## src/rtl/elevator_alert_pkg.sv

```systemverilog
// Shared types and default constants for the elevator alert controller.
// Door FSM state encoding plus parameter defaults used by all modules.
package elevator_alert_pkg;

  typedef enum logic [1:0] {
    DOOR_CLOSED = 2'd0,
    DOOR_TIMING = 2'd1,
    DOOR_ALERT  = 2'd2,
    DOOR_SNOOZE = 2'd3
  } door_state_e;

  localparam int DEF_N_DOORS      = 2;
  localparam int DEF_DOOR_TIMEOUT = 555555;
  localparam int DEF_SNOOZE       = 555555;
  localparam int DEF_WEIGHT_W     = 13;
  localparam int DEF_WEIGHT_LIMIT = 4500;
  localparam int DEF_WEIGHT_HYST  = 100;
  localparam int DEF_DEBOUNCE     = 16;

  function automatic int max2(input int a, input int b);
    return (a > b) ? a : b;
  endfunction

endpackage

```

## src/rtl/door_alert_timer.sv

```systemverilog
// Per-door open timer: CLOSED -> TIMING -> ALERT, with ack-driven SNOOZE.
// Closing the door always returns to CLOSED and clears the counter.
module door_alert_timer
  import elevator_alert_pkg::*;
#(
  parameter int DOOR_TIMEOUT_CYC = DEF_DOOR_TIMEOUT,
  parameter int SNOOZE_CYC       = DEF_SNOOZE
) (
  input  logic clk,
  input  logic rst,
  input  logic door_open,
  input  logic alert_ack,
  output logic alert,
  output logic alert_next,
  output logic alert_enter
);

  localparam int MAXC = max2(DOOR_TIMEOUT_CYC, SNOOZE_CYC);
  localparam int CW   = $clog2(MAXC) + 1;

  // The entry edge loads 1, so TIMING fires one count early;
  // SNOOZE counts edges after the ack edge.
  localparam logic [CW-1:0] T_LAST = CW'(DOOR_TIMEOUT_CYC - 1);
  localparam logic [CW-1:0] S_LAST = CW'(SNOOZE_CYC);

  door_state_e     state_q, state_d;
  logic [CW-1:0]   cnt_q, cnt_d;

  always_comb begin
    state_d = state_q;
    cnt_d   = cnt_q;
    if (!door_open) begin
      state_d = DOOR_CLOSED;
      cnt_d   = '0;
    end else begin
      unique case (state_q)
        DOOR_CLOSED: begin
          state_d = DOOR_TIMING;
          cnt_d   = CW'(1);
        end
        DOOR_TIMING: begin
          if (cnt_q == T_LAST) begin
            state_d = DOOR_ALERT;
            cnt_d   = '0;
          end else begin
            cnt_d = cnt_q + 1'b1;
          end
        end
        DOOR_ALERT: begin
          if (alert_ack) begin
            state_d = DOOR_SNOOZE;
            cnt_d   = CW'(1);
          end
        end
        DOOR_SNOOZE: begin
          if (cnt_q == S_LAST) begin
            state_d = DOOR_ALERT;
            cnt_d   = '0;
          end else begin
            cnt_d = cnt_q + 1'b1;
          end
        end
        default: begin
          state_d = DOOR_CLOSED;
          cnt_d   = '0;
        end
      endcase
    end
  end

  always_ff @(posedge clk) begin
    if (rst) begin
      state_q <= DOOR_CLOSED;
      cnt_q   <= '0;
    end else begin
      state_q <= state_d;
      cnt_q   <= cnt_d;
    end
  end

  assign alert      = (state_q == DOOR_ALERT);
  assign alert_next = !rst && (state_d == DOOR_ALERT);
  assign alert_enter = alert_next && (state_q != DOOR_ALERT);

endmodule

```

## src/rtl/elevator_alert_ctrl.sv

```systemverilog
// Elevator alert controller: per-door open timers, debounced overload
// detection, alert event counter and registered summary outputs.
module elevator_alert_ctrl
  import elevator_alert_pkg::*;
#(
  parameter int N_DOORS          = DEF_N_DOORS,
  parameter int DOOR_TIMEOUT_CYC = DEF_DOOR_TIMEOUT,
  parameter int SNOOZE_CYC       = DEF_SNOOZE,
  parameter int WEIGHT_W         = DEF_WEIGHT_W,
  parameter int WEIGHT_LIMIT     = DEF_WEIGHT_LIMIT,
  parameter int WEIGHT_HYST      = DEF_WEIGHT_HYST,
  parameter int DEBOUNCE_CYC     = DEF_DEBOUNCE
) (
  input  logic                clk,
  input  logic                rst,
  input  logic [N_DOORS-1:0]  door_open,
  input  logic [WEIGHT_W-1:0] weight_kg,
  input  logic                alert_ack,
  output logic [N_DOORS-1:0]  door_alert,
  output logic                weight_alert,
  output logic                any_alert,
  output logic                motion_inhibit,
  output logic [7:0]          alert_events
);

  localparam int DW = $clog2(DEBOUNCE_CYC + 1);
  localparam logic [WEIGHT_W-1:0] SET_TH = WEIGHT_W'(WEIGHT_LIMIT);
  localparam logic [WEIGHT_W-1:0] CLR_TH =
    WEIGHT_W'(WEIGHT_LIMIT - WEIGHT_HYST);

  logic [N_DOORS-1:0] alert_now;
  logic [N_DOORS-1:0] alert_nxt;
  logic [N_DOORS-1:0] enter;

  for (genvar g = 0; g < N_DOORS; g++) begin : g_door
    door_alert_timer #(
      .DOOR_TIMEOUT_CYC (DOOR_TIMEOUT_CYC),
      .SNOOZE_CYC       (SNOOZE_CYC)
    ) u_door (
      .clk         (clk),
      .rst         (rst),
      .door_open   (door_open[g]),
      .alert_ack   (alert_ack),
      .alert       (alert_now[g]),
      .alert_next  (alert_nxt[g]),
      .alert_enter (enter[g])
    );
  end

  logic          ovl_q, ovl_d;
  logic [DW-1:0] run_q, run_d;
  logic [DW-1:0] run_inc;
  logic          want;

  // The run only counts toward flipping the current state; any other
  // weight restarts it.
  always_comb begin
    run_inc = run_q + 1'b1;
    want    = ovl_q ? (weight_kg < CLR_TH) : (weight_kg > SET_TH);
    ovl_d   = ovl_q;
    run_d   = '0;
    if (want) begin
      if (run_inc == DW'(DEBOUNCE_CYC)) begin
        ovl_d = !ovl_q;
      end else begin
        run_d = run_inc;
      end
    end
  end

  logic [3:0] n_enter;
  logic [8:0] evt_sum;
  logic [7:0] evt_q, evt_d;

  always_comb begin
    n_enter = '0;
    for (int i = 0; i < N_DOORS; i++) begin
      n_enter = n_enter + 4'(enter[i]);
    end
    evt_sum = {1'b0, evt_q} + 9'(n_enter);
    evt_d   = evt_sum[8] ? 8'hFF : evt_sum[7:0];
  end

  logic mi_q, mi_d;
  logic any_q, any_d;

  always_comb begin
    mi_d  = (|door_open) || ovl_d;
    any_d = (|alert_nxt) || ovl_d;
  end

  always_ff @(posedge clk) begin
    if (rst) begin
      ovl_q <= 1'b0;
      run_q <= '0;
      evt_q <= '0;
      mi_q  <= 1'b0;
      any_q <= 1'b0;
    end else begin
      ovl_q <= ovl_d;
      run_q <= run_d;
      evt_q <= evt_d;
      mi_q  <= mi_d;
      any_q <= any_d;
    end
  end

  assign door_alert     = alert_now;
  assign weight_alert   = ovl_q;
  assign any_alert      = any_q;
  assign motion_inhibit = mi_q;
  assign alert_events   = evt_q;

endmodule

```

## config.mk

```make
export PLATFORM = sky130hd
export DESIGN_NAME = elevator_alert_ctrl
export DESIGN_NICKNAME = d
export VERILOG_FILES = /design/src/rtl/elevator_alert_pkg.sv /design/src/rtl/door_alert_timer.sv /design/src/rtl/elevator_alert_ctrl.sv
export SDC_FILE = /design/constraint.sdc
export NUM_CORES = 1
export LEC_CHECK = 0
export CAP_MARGIN = 20
export CELL_PAD_IN_SITES_DETAIL_PLACEMENT = 2
export CELL_PAD_IN_SITES_GLOBAL_PLACEMENT = 2
export CORE_MARGIN = 2
export CORE_UTILIZATION = 37
export DETAILED_ROUTE_END_ITERATION = 10
export PLACE_DENSITY = 0.93
export SKIP_LAST_GASP = 1
export SYNTH_ARGS = -nofsm -noshare
export SYNTH_HDL_FRONTEND = slang
export SYNTH_SLANG_ARGS = --single-unit
```

## constraint.sdc

```tcl
create_clock -name clk -period 8.45 [get_ports clk]
set_clock_uncertainty 0.2 [all_clocks]
set_input_delay 1.69 -clock clk [delete_from_list [all_inputs] [get_ports clk]]
set_output_delay 1.69 -clock clk [all_outputs]
set_load 0.1 [all_outputs]
```

# After elaboration in Yosys (flattened, before gate mapping)
# Index checks and enable logic that the tools add are counted.
dict set report totals {
  ff_bits 62
  output_inout_bits 13
  elab_cells 72
}
dict set report op_classes {
  add_sub_neg 5
  n_lt_le_gt_ge 2
  eq_ne 17
  muxes 21
  bitwise_logic 3
  n_reduce_logical 15
}
# op count
set ops {}
lappend ops {{$pmux 21 s4} 2}
lappend ops {{$mux 21} 5}
lappend ops {{$eq 21x20->1 const B} 4}
lappend ops {{$add 21x1->21 const B} 2}
lappend ops {{$mux 2} 8}
lappend ops {{$pmux 2 s4} 2}
lappend ops {{$gt 13x13->1 const B} 1}
lappend ops {{$lt 13x13->1 const B} 1}
lappend ops {{$eq 2x2->1 const B} 6}
lappend ops {{$add 8x2->9} 1}
lappend ops {{$mux 8} 1}
lappend ops {{$ne 2x2->1 const B} 4}
lappend ops {{$reduce_or 2->1} 4}
lappend ops {{$add 5x1->5 const B} 1}
lappend ops {{$eq 5x5->1 const B} 1}
lappend ops {{$eq 2x1->1 const B} 2}
lappend ops {{$logic_and 1x1->1} 4}
lappend ops {{$logic_not 2->1} 2}
lappend ops {{$mux 1} 3}
lappend ops {{$not 1->1} 3}
lappend ops {{$reduce_or 3->1} 1}
lappend ops {{$add 1x1->2} 1}
lappend ops {{$logic_not 1->1} 2}
lappend ops {{$logic_or 1x1->1} 2}

# Depth between registers and ports, before layout
# Gate-level depths: netlist (run 1).
dict set report depth {
  ltp_word 10
  depth_mapped 12
  depth_no_buf 12
}

# By module
# A second synthesis (run 1) with hierarchy kept.
dict set report unflattened {
  hier_cells 427
  area_unflattened_um2 3548.4
}
# mod instances cells_each area_each_um2 seq_area_each_um2
set by_module_without_submodules {}
lappend by_module_without_submodules {{door_alert_timer (g_door[0].u_door)} 1 182 1466.4 460.4}
lappend by_module_without_submodules {{door_alert_timer (g_door[1].u_door)} 1 157 1310.0 460.4}
lappend by_module_without_submodules {elevator_alert_ctrl 1 88 772.0 320.3}

# Least setup slack after synthesis (run 1)
# Ideal clock, no wire load.
dict set report synth_path {
  kind {input to register}
  start {in door_open[0]}
  end {reg evt_q[7], in the netlist alert_events[7]}
  setup_time_ns 0.128
  t_arrival_ns 3.707
  t_required_ns 8.122
  slack_ns 4.415
  path_stages 10
  path_buffers 0
  cell_sequence {nor2b_1 and2_1 nand2_1 fa_1 nor2b_1 and3_1 nand2_1 or4b_2 o21ai_0 nor2_1}
}
dict set report synth_via {
  elab_chain_cells 7
}
# element line
set synth_lines {}
lappend synth_lines {{start: declaration} elevator_alert_ctrl.sv:16} ;# input logic [N_DOORS-1:0] door_open,
lappend synth_lines {{$mux 2} door_alert_timer.sv:32} ;# if (!door_open) begin
lappend synth_lines {{$eq 2x2->1} door_alert_timer.sv:82} ;# assign alert_next = !rst && (state_d == DOOR_ALERT);
lappend synth_lines {{$logic_and 1x1->1} door_alert_timer.sv:82}
lappend synth_lines {{$logic_and 1x1->1} door_alert_timer.sv:83} ;# assign alert_enter = alert_next && (state_q != DOOR_ALERT);
lappend synth_lines {{$add 1x1->2} elevator_alert_ctrl.sv:78} ;# n_enter = n_enter + 4'(enter[i]);
lappend synth_lines {{$add 8x2->9} elevator_alert_ctrl.sv:80} ;# evt_sum = {1'b0, evt_q} + 9'(n_enter);
lappend synth_lines {{$mux 8} elevator_alert_ctrl.sv:81} ;# evt_d = evt_sum[8] ? 8'hFF : evt_sum[7:0];
lappend synth_lines {{end signal: assignment} elevator_alert_ctrl.sv:102} ;# evt_q <= evt_d;
lappend synth_lines {{end: declaration} elevator_alert_ctrl.sv:73} ;# logic [7:0] evt_q, evt_d;
# No other way between the ends.
# A chain may end at the register's enable or synchronous reset.

# Worst setup path in the final report (run 1)
dict set report layout_path {
  start {in rst}
  end {reg evt_q[7], in the netlist alert_events[7]}
}
dict set report layout_via {
  elab_chain_cells 6
  word_cells_on_any_way 8
  cone_classes {2 x add/sub; 1 x mux; 5 x reduce/logical}
}
# element line
set layout_lines {}
lappend layout_lines {{start: declaration} elevator_alert_ctrl.sv:15} ;# input logic rst,
lappend layout_lines {{$logic_not 1->1} door_alert_timer.sv:82}
lappend layout_lines {{$logic_and 1x1->1} door_alert_timer.sv:82}
lappend layout_lines {{$logic_and 1x1->1} door_alert_timer.sv:83}
lappend layout_lines {{$add 1x1->2} elevator_alert_ctrl.sv:78}
lappend layout_lines {{$add 8x2->9} elevator_alert_ctrl.sv:80}
lappend layout_lines {{$mux 8} elevator_alert_ctrl.sv:81}
# Several ways; a longest one is shown, not always the timed one.

==> results of run 1 <==
[sequential cells by signal, indices dropped and copies added (netlist names)]
| register | cells |
|---|---|
| g_door.u_door.cnt_q | 42 |
| g_door.u_door.state_q | 4 |
| motion_inhibit | 1 |
| any_alert | 1 |
| weight_alert | 1 |
| run_q | 5 |
| alert_events | 8 |
[worst max-delay path by stage]
stage	start	endpoint	slack, ns	cells after the start
after detailed placement	rst	alert_events[7]	3.35	11
after global placement	rst	alert_events[7]	3.52	11
after CTS	rst	alert_events[7]	3.52	10
after global routing	rst	alert_events[7]	3.38	11
final	rst	alert_events[7]	3.53	10
after floorplan	door_open[0]	alert_events[7]	4.42	10
[power breakdown]
| group | internal [mW] | leakage, nW | switching [mW] |
|---|---|---|---|
| sequential | 0.294 | 0.501 | 0.00335 |
| combinational | 0.0134 | 0.691 | 0.0169 |
| clock | 0.142 | 0.0952 | 0.123 |
[per-layer routing]
layer / vias to the layer above / GRT usage [%] / share of wire (%)
met5: - / 0 / 0
met2: 121 / 47.2 / 49
met1: 1711 / 35.1 / 44
met4: 0 / 12.7 / 3.4
met3: 43 / 3.60 / 3.6
li1: 1544 / - / -
[cell type report]
type / instances / area share (%)
clock inverters: 4 / 1.25
flip-flops and latches: 62 / 32.6
multi-input cells: 318 / 50.0
repair buffers: 32 / 8.29
inverters: 6 / 0.592
well taps: 108 / 3.55
clock buffers: 11 / 3.72
[logic make-up after synthesis]
family / share of synthesized area (%)
AND/OR/NAND/NOR: 30.3
flip-flops: 38.2
adder cells (fa/ha/maj): 3.31
multiplexers: 0.655
buffers and inverters: 3.35
XOR/XNOR: 2.43
AO/OA/AOI/OAI: 21.8
[worst register-to-register path: cells and delay by family, from the launching register on]
family / cells / cell delay (ns)
adders and majority gates: 1 / 0.48
AOI/OAI and AO/OA: 1 / 0.11
and+or+nand+nor: 9 / 3.04
DFF: 1 / 0.49
[cell usage in the layout, fill, tap and decap left out, types with 3 or more instances in the layout]
| cell | instances |
|---|---|
| a21oi_1 | 26 |
| a31oi_1 | 13 |
| and2_1 | 4 |
| and3_1 | 13 |
| and4_1 | 3 |
| clkbuf_8 | 10 |
| clkdlybuf4s50_1 | 30 |
| dfxtp_1 | 62 |
| ha_1 | 7 |
| inv_1 | 6 |
| nand2_1 | 38 |
| nand3_1 | 30 |
| nand4_1 | 11 |
| nor2_1 | 24 |
| nor2b_1 | 14 |
| nor3_1 | 11 |
| nor3b_1 | 3 |
| nor4b_1 | 5 |
| o21ai_0 | 45 |
| o21ai_1 | 16 |
| o31ai_1 | 5 |
| or2_2 | 3 |
| xnor2_1 | 3 |
| xor2_1 | 6 |
==> reports/metrics.cfg, run 1 <==
[critical_path]
reg2regPathDepth=11
cp_top_family=simple AND/OR/NAND/NOR gates
critPathSlowestCell=clkdlybuf4s50_1
r2r_setup_slack_ns=3.99
path_cells=clkdlybuf4s50_1 > nor2b_1 > nand2_1 > fa_1 > nor2b_1 > and3_1 > nand2_1 > or4b_2 > o21ai_0 > nor2_1
crit_path_max_fanout=16
endpoint_kind=flop
crit_arrival_ns=4.93
critPathKind=primary input to flop
max_stage_delay_ns=0.73
cp_num_buf_inv=1
critPathLaunchType=primary input
r2r-end=alert_events[7]
cp.required_ns=8.46
worstReg2RegStart=g_door[0].u_door.cnt_q[5]

[power_and_ir_drop]
power.total_mw=0.593
p_leak_nw=1.29
ir_drop_mv=0.132
cellPowerDensity_mw_per_mm2=156

[hold_path]
worstHoldEndpoint=g_door[1].u_door.cnt_q[14]
min_from=g_door[1].u_door.cnt_q[14]
hold_path.class=flop to flop
hold_depth=1

[clock_tree]
cts_buffers=9
cts_hold_buf=0
tritoncts=built
htree_levels=3
cts_root_buf=clkbuf_8
path_clk_slew_ns=0.07
clock_tree.buffer_depth=2
post_cts_resized=0
post_cts_buffers=0
clk-insertion-delay-late_ns=0.35
cts.sinks=62

[sta]
finalSetupViolCount=0
finalHoldViolations=0
max_slew_margin_pct=31.3
worst_slack_ns=3.53
rsz0062_at_grt=false
max_freq_ghz=0.203
hold_ws_ns=0.289
finalCritPeriodShare_pct=58.3
tns_ns=0
drv_slew=0
period_minus_slack_ns=4.92
worst_pin_slew_ns=1.02

[logic_synthesis]
seq_area_frac_synth_pct=38.2
syn_avg_cell_area_um2=8.10
synth_nets=427
ys.flop_type=dfxtp_1
synth_cell_types=55
synth-seq-cells=62
yosys_warnings=0
ys_top_cells_by_area=dfxtp_1 (38%), o21ai_0 (6.9%), nand3_1 (4.6%)
synthCells=401
synth_common_cells=dfxtp_1 (62), o21ai_0 (45), nand2_1 (38)
synth_edf_count=0
async_flop_share_pct=0
synth_top_area_share_pct=38.2
yosysMostFrequentCell=dfxtp_1
synth_area_leader_cell=dfxtp_1
netlist_area_mm2=0.00325

[floorplan]
die_width_um=97.7
io_pins=31
die_h_um=97.7
core-area_mm2=0.00864
num_rows=34
initial_core_util_pct=37.6
dieArea_mm2=0.00955

[placement]
gp_congestion=0.789
dpl_worst_slack_ns=3.35
place_inst=525
place_area_mm2=0.00361
hpwl_um=8130
port_buffers=30

[global_routing]
grt_usage_pct=27.8
grt_pass1_wl_um=21100
grt.overflow.total=0
antenna_found_initial=0
grt_max_degree=23
grt_pass1_vias=3705

[route]
wirelength_um=12900
drt-initial-drc-count=175
final_antenna_net_count=0
dr.pass1.iters=4
routedWlPerCell_um=23.9
remaining_drc_errors=0
vias=3419
viasPerCell=6.32

[run]
drv_cap=0

[final_layout]
instances_no_fill=541
fin_nets=455
regArea_mm2=0.00124
antenna_cells=0
nFillCells=945
drive_above_1_share_pct=6.47
fin_util_pct=44.0
syn2layout_area_growth_pct=17.0
design_area_mm2=0.00380
multi_input_area_mm2=0.00190

[status]
outcome=completed

Note: power is estimated with default switching activity, not from simulation.
==> inputs of run 2 (changes only) <==
CORE_UTILIZATION = 31   (was 37)
PLACE_DENSITY = 0.84   (was 0.93)
clock period = 4.1 ns   (was 8.45 ns; I/O delays follow)
==> run 2 against run 1 <==
  * Combinational power up 110%
  * First-iteration DRC count shrank 29%
  * Sequential share of layout area unchanged
  * Worst setup slack got worse by 3.2 ns
  * Hold slack got worse by 0.0065 ns
  * Sequential power increased by 110%
  * Total power is 87% higher
  * Critical path type is now flop to flop
  * Routed wire length decreased by 19%
  * Sequential cell count did not move
  * Register-to-register slack lost 3.6 ns
  * Design area did not move
==> reports/metrics.cfg, run 2 (synthesis gave the netlist of run 1 again) <==
[status]
outcome=completed

[floorplan]
dieArea_mm2=0.0113
die_width_um=106
num_rows=37
die_h_um=106
core-area_mm2=0.0102
io_pins=31
initial_core_util_pct=31.8

[sta]
max_freq_ghz=0.267
worst_pin_slew_ns=0.995
period_minus_slack_ns=3.75
hold_ws_ns=0.282
finalHoldViolations=0
rsz0062_at_grt=false
max_slew_margin_pct=33.5
tns_ns=0
finalSetupViolCount=0
finalCritPeriodShare_pct=91.5
drv_slew=0

[run]
drv_cap=0

[clock_tree]
cts_buffers=9
cts_root_buf=clkbuf_8
htree_levels=3
clock_tree.buffer_depth=2
cts_hold_buf=0
tritoncts=built
cts.sinks=62
post_cts_resized=0
post_cts_buffers=0
path_clk_slew_ns=0.07
clk-insertion-delay-late_ns=0.35

[global_routing]
grt.overflow.total=0
grt_max_degree=23
antenna_found_initial=0
grt_pass1_wl_um=17300
grt_pass1_vias=3416
grt_usage_pct=19.4

[critical_path]
max_stage_delay_ns=0.68
r2r-end=alert_events[7]
endpoint_kind=flop
crit_arrival_ns=3.80
critPathLaunchType=flop
critPathKind=flop to flop
path_cells=or4_4 > nor3_1 > nand3_1 > nor2_1 > nand2_1 > fa_1 > nor2b_1 > and3_1 > nand2_1 > or4b_2 > o21ai_0 > nor2_1
r2r_setup_slack_ns=0.35
reg2regPathDepth=12
cp.required_ns=4.14
worstReg2RegStart=g_door[1].u_door.cnt_q[2]
critPathSlowestCell=or4b_2
crit_path_max_fanout=7

[final_layout]
largest_register_ffs=42
drive_above_1_share_pct=6.02
regMostFlops=g_door.u_door.cnt_q
antenna_cells=0
fin_nets=458
final_common_cell=dfxtp_1
syn2layout_area_growth_pct=17.0
layout_common_cells=dfxtp_1 (62), o21ai_0 (45), nand2_1 (38)

[power_and_ir_drop]
p_leak_nw=1.27
cellPowerDensity_mw_per_mm2=292
ir_drop_mv=0.111

[route]
remaining_drc_errors=0
wirelength_um=10400
drt-initial-drc-count=125
viasPerCell=5.62
vias=3192
final_antenna_net_count=0
routedWlPerCell_um=18.4
dr.pass1.iters=5

[hold_path]
hold_depth=1
min_from=g_door[1].u_door.cnt_q[14]
worstHoldEndpoint=g_door[1].u_door.cnt_q[14]
hold_path.class=flop to flop

[placement]
hpwl_um=7640
port_buffers=30
gp_congestion=0.782

[run 2: how the worst max path moves through the flow]
stage,startpoint,end
finish,g_door[1].u_door.cnt_q[2],alert_events[7]
global route,g_door[1].u_door.cnt_q[2],alert_events[7]
CTS,g_door[1].u_door.cnt_q[2],alert_events[7]
detailed placement,door_open[0],alert_events[7]
global placement,door_open[0],alert_events[7]
floorplan,g_door[0].u_door.cnt_q[3],alert_events[7]
[run 2: stage by stage]
stage / utilization, % / total power [mW] / worst slack [ns] / cell area, µm² / instances
2_1_floorplan: - / 0.656 / 0.677 / 3250 / 401
3_3_place_gp: 35.9 / 0.684 / 0.326 / 3670 / 557
3_5_place_dp: 35.9 / 0.688 / 0.0704 / 3670 / 557
4_1_cts: 37.2 / 1.12 / 0.355 / 3800 / 568
5_1_grt: 37.2 / 1.15 / 0.154 / 3800 / 568
6_report: 37.2 / 1.11 / 0.348 / 3800 / 568
[run 2: worst max-delay path: cells and delay by family (launching register included)]
family                   cells  cell delay, ns
AO/OA/AOI/OAI                1            0.10
adder cells (fa/ha/maj)      1            0.44
AND/OR/NAND/NOR             10            2.55
flip-flops                   1            0.36
[run 2: where the power goes]
group	switching, mW	total, mW	internal, mW
registers	0.00633	0.613	0.606
clock network	0.232	0.435	0.203
logic	0.0333	0.0622	0.0289
total	0.271	1.11	0.838
[run 2: cell type report]
cell class | count | area [µm²]
Clock buffer | 11 | 131
Fill cell | 1179 | 6430
Inverter | 6 | 22.5
Multi-Input combinational cell | 318 | 1900
Sequential cell | 62 | 1240
Tap cell | 136 | 170
Timing Repair Buffer | 35 | 338
[run 2: layer usage]
metal	up-vias	GRT usage [%]	routed length (µm)
li1	1539	-	-
met1	1591	23.1	4770
met2	47	34.7	5250
met3	15	2.76	250
met4	0	8.27	175
met5	-	0	0
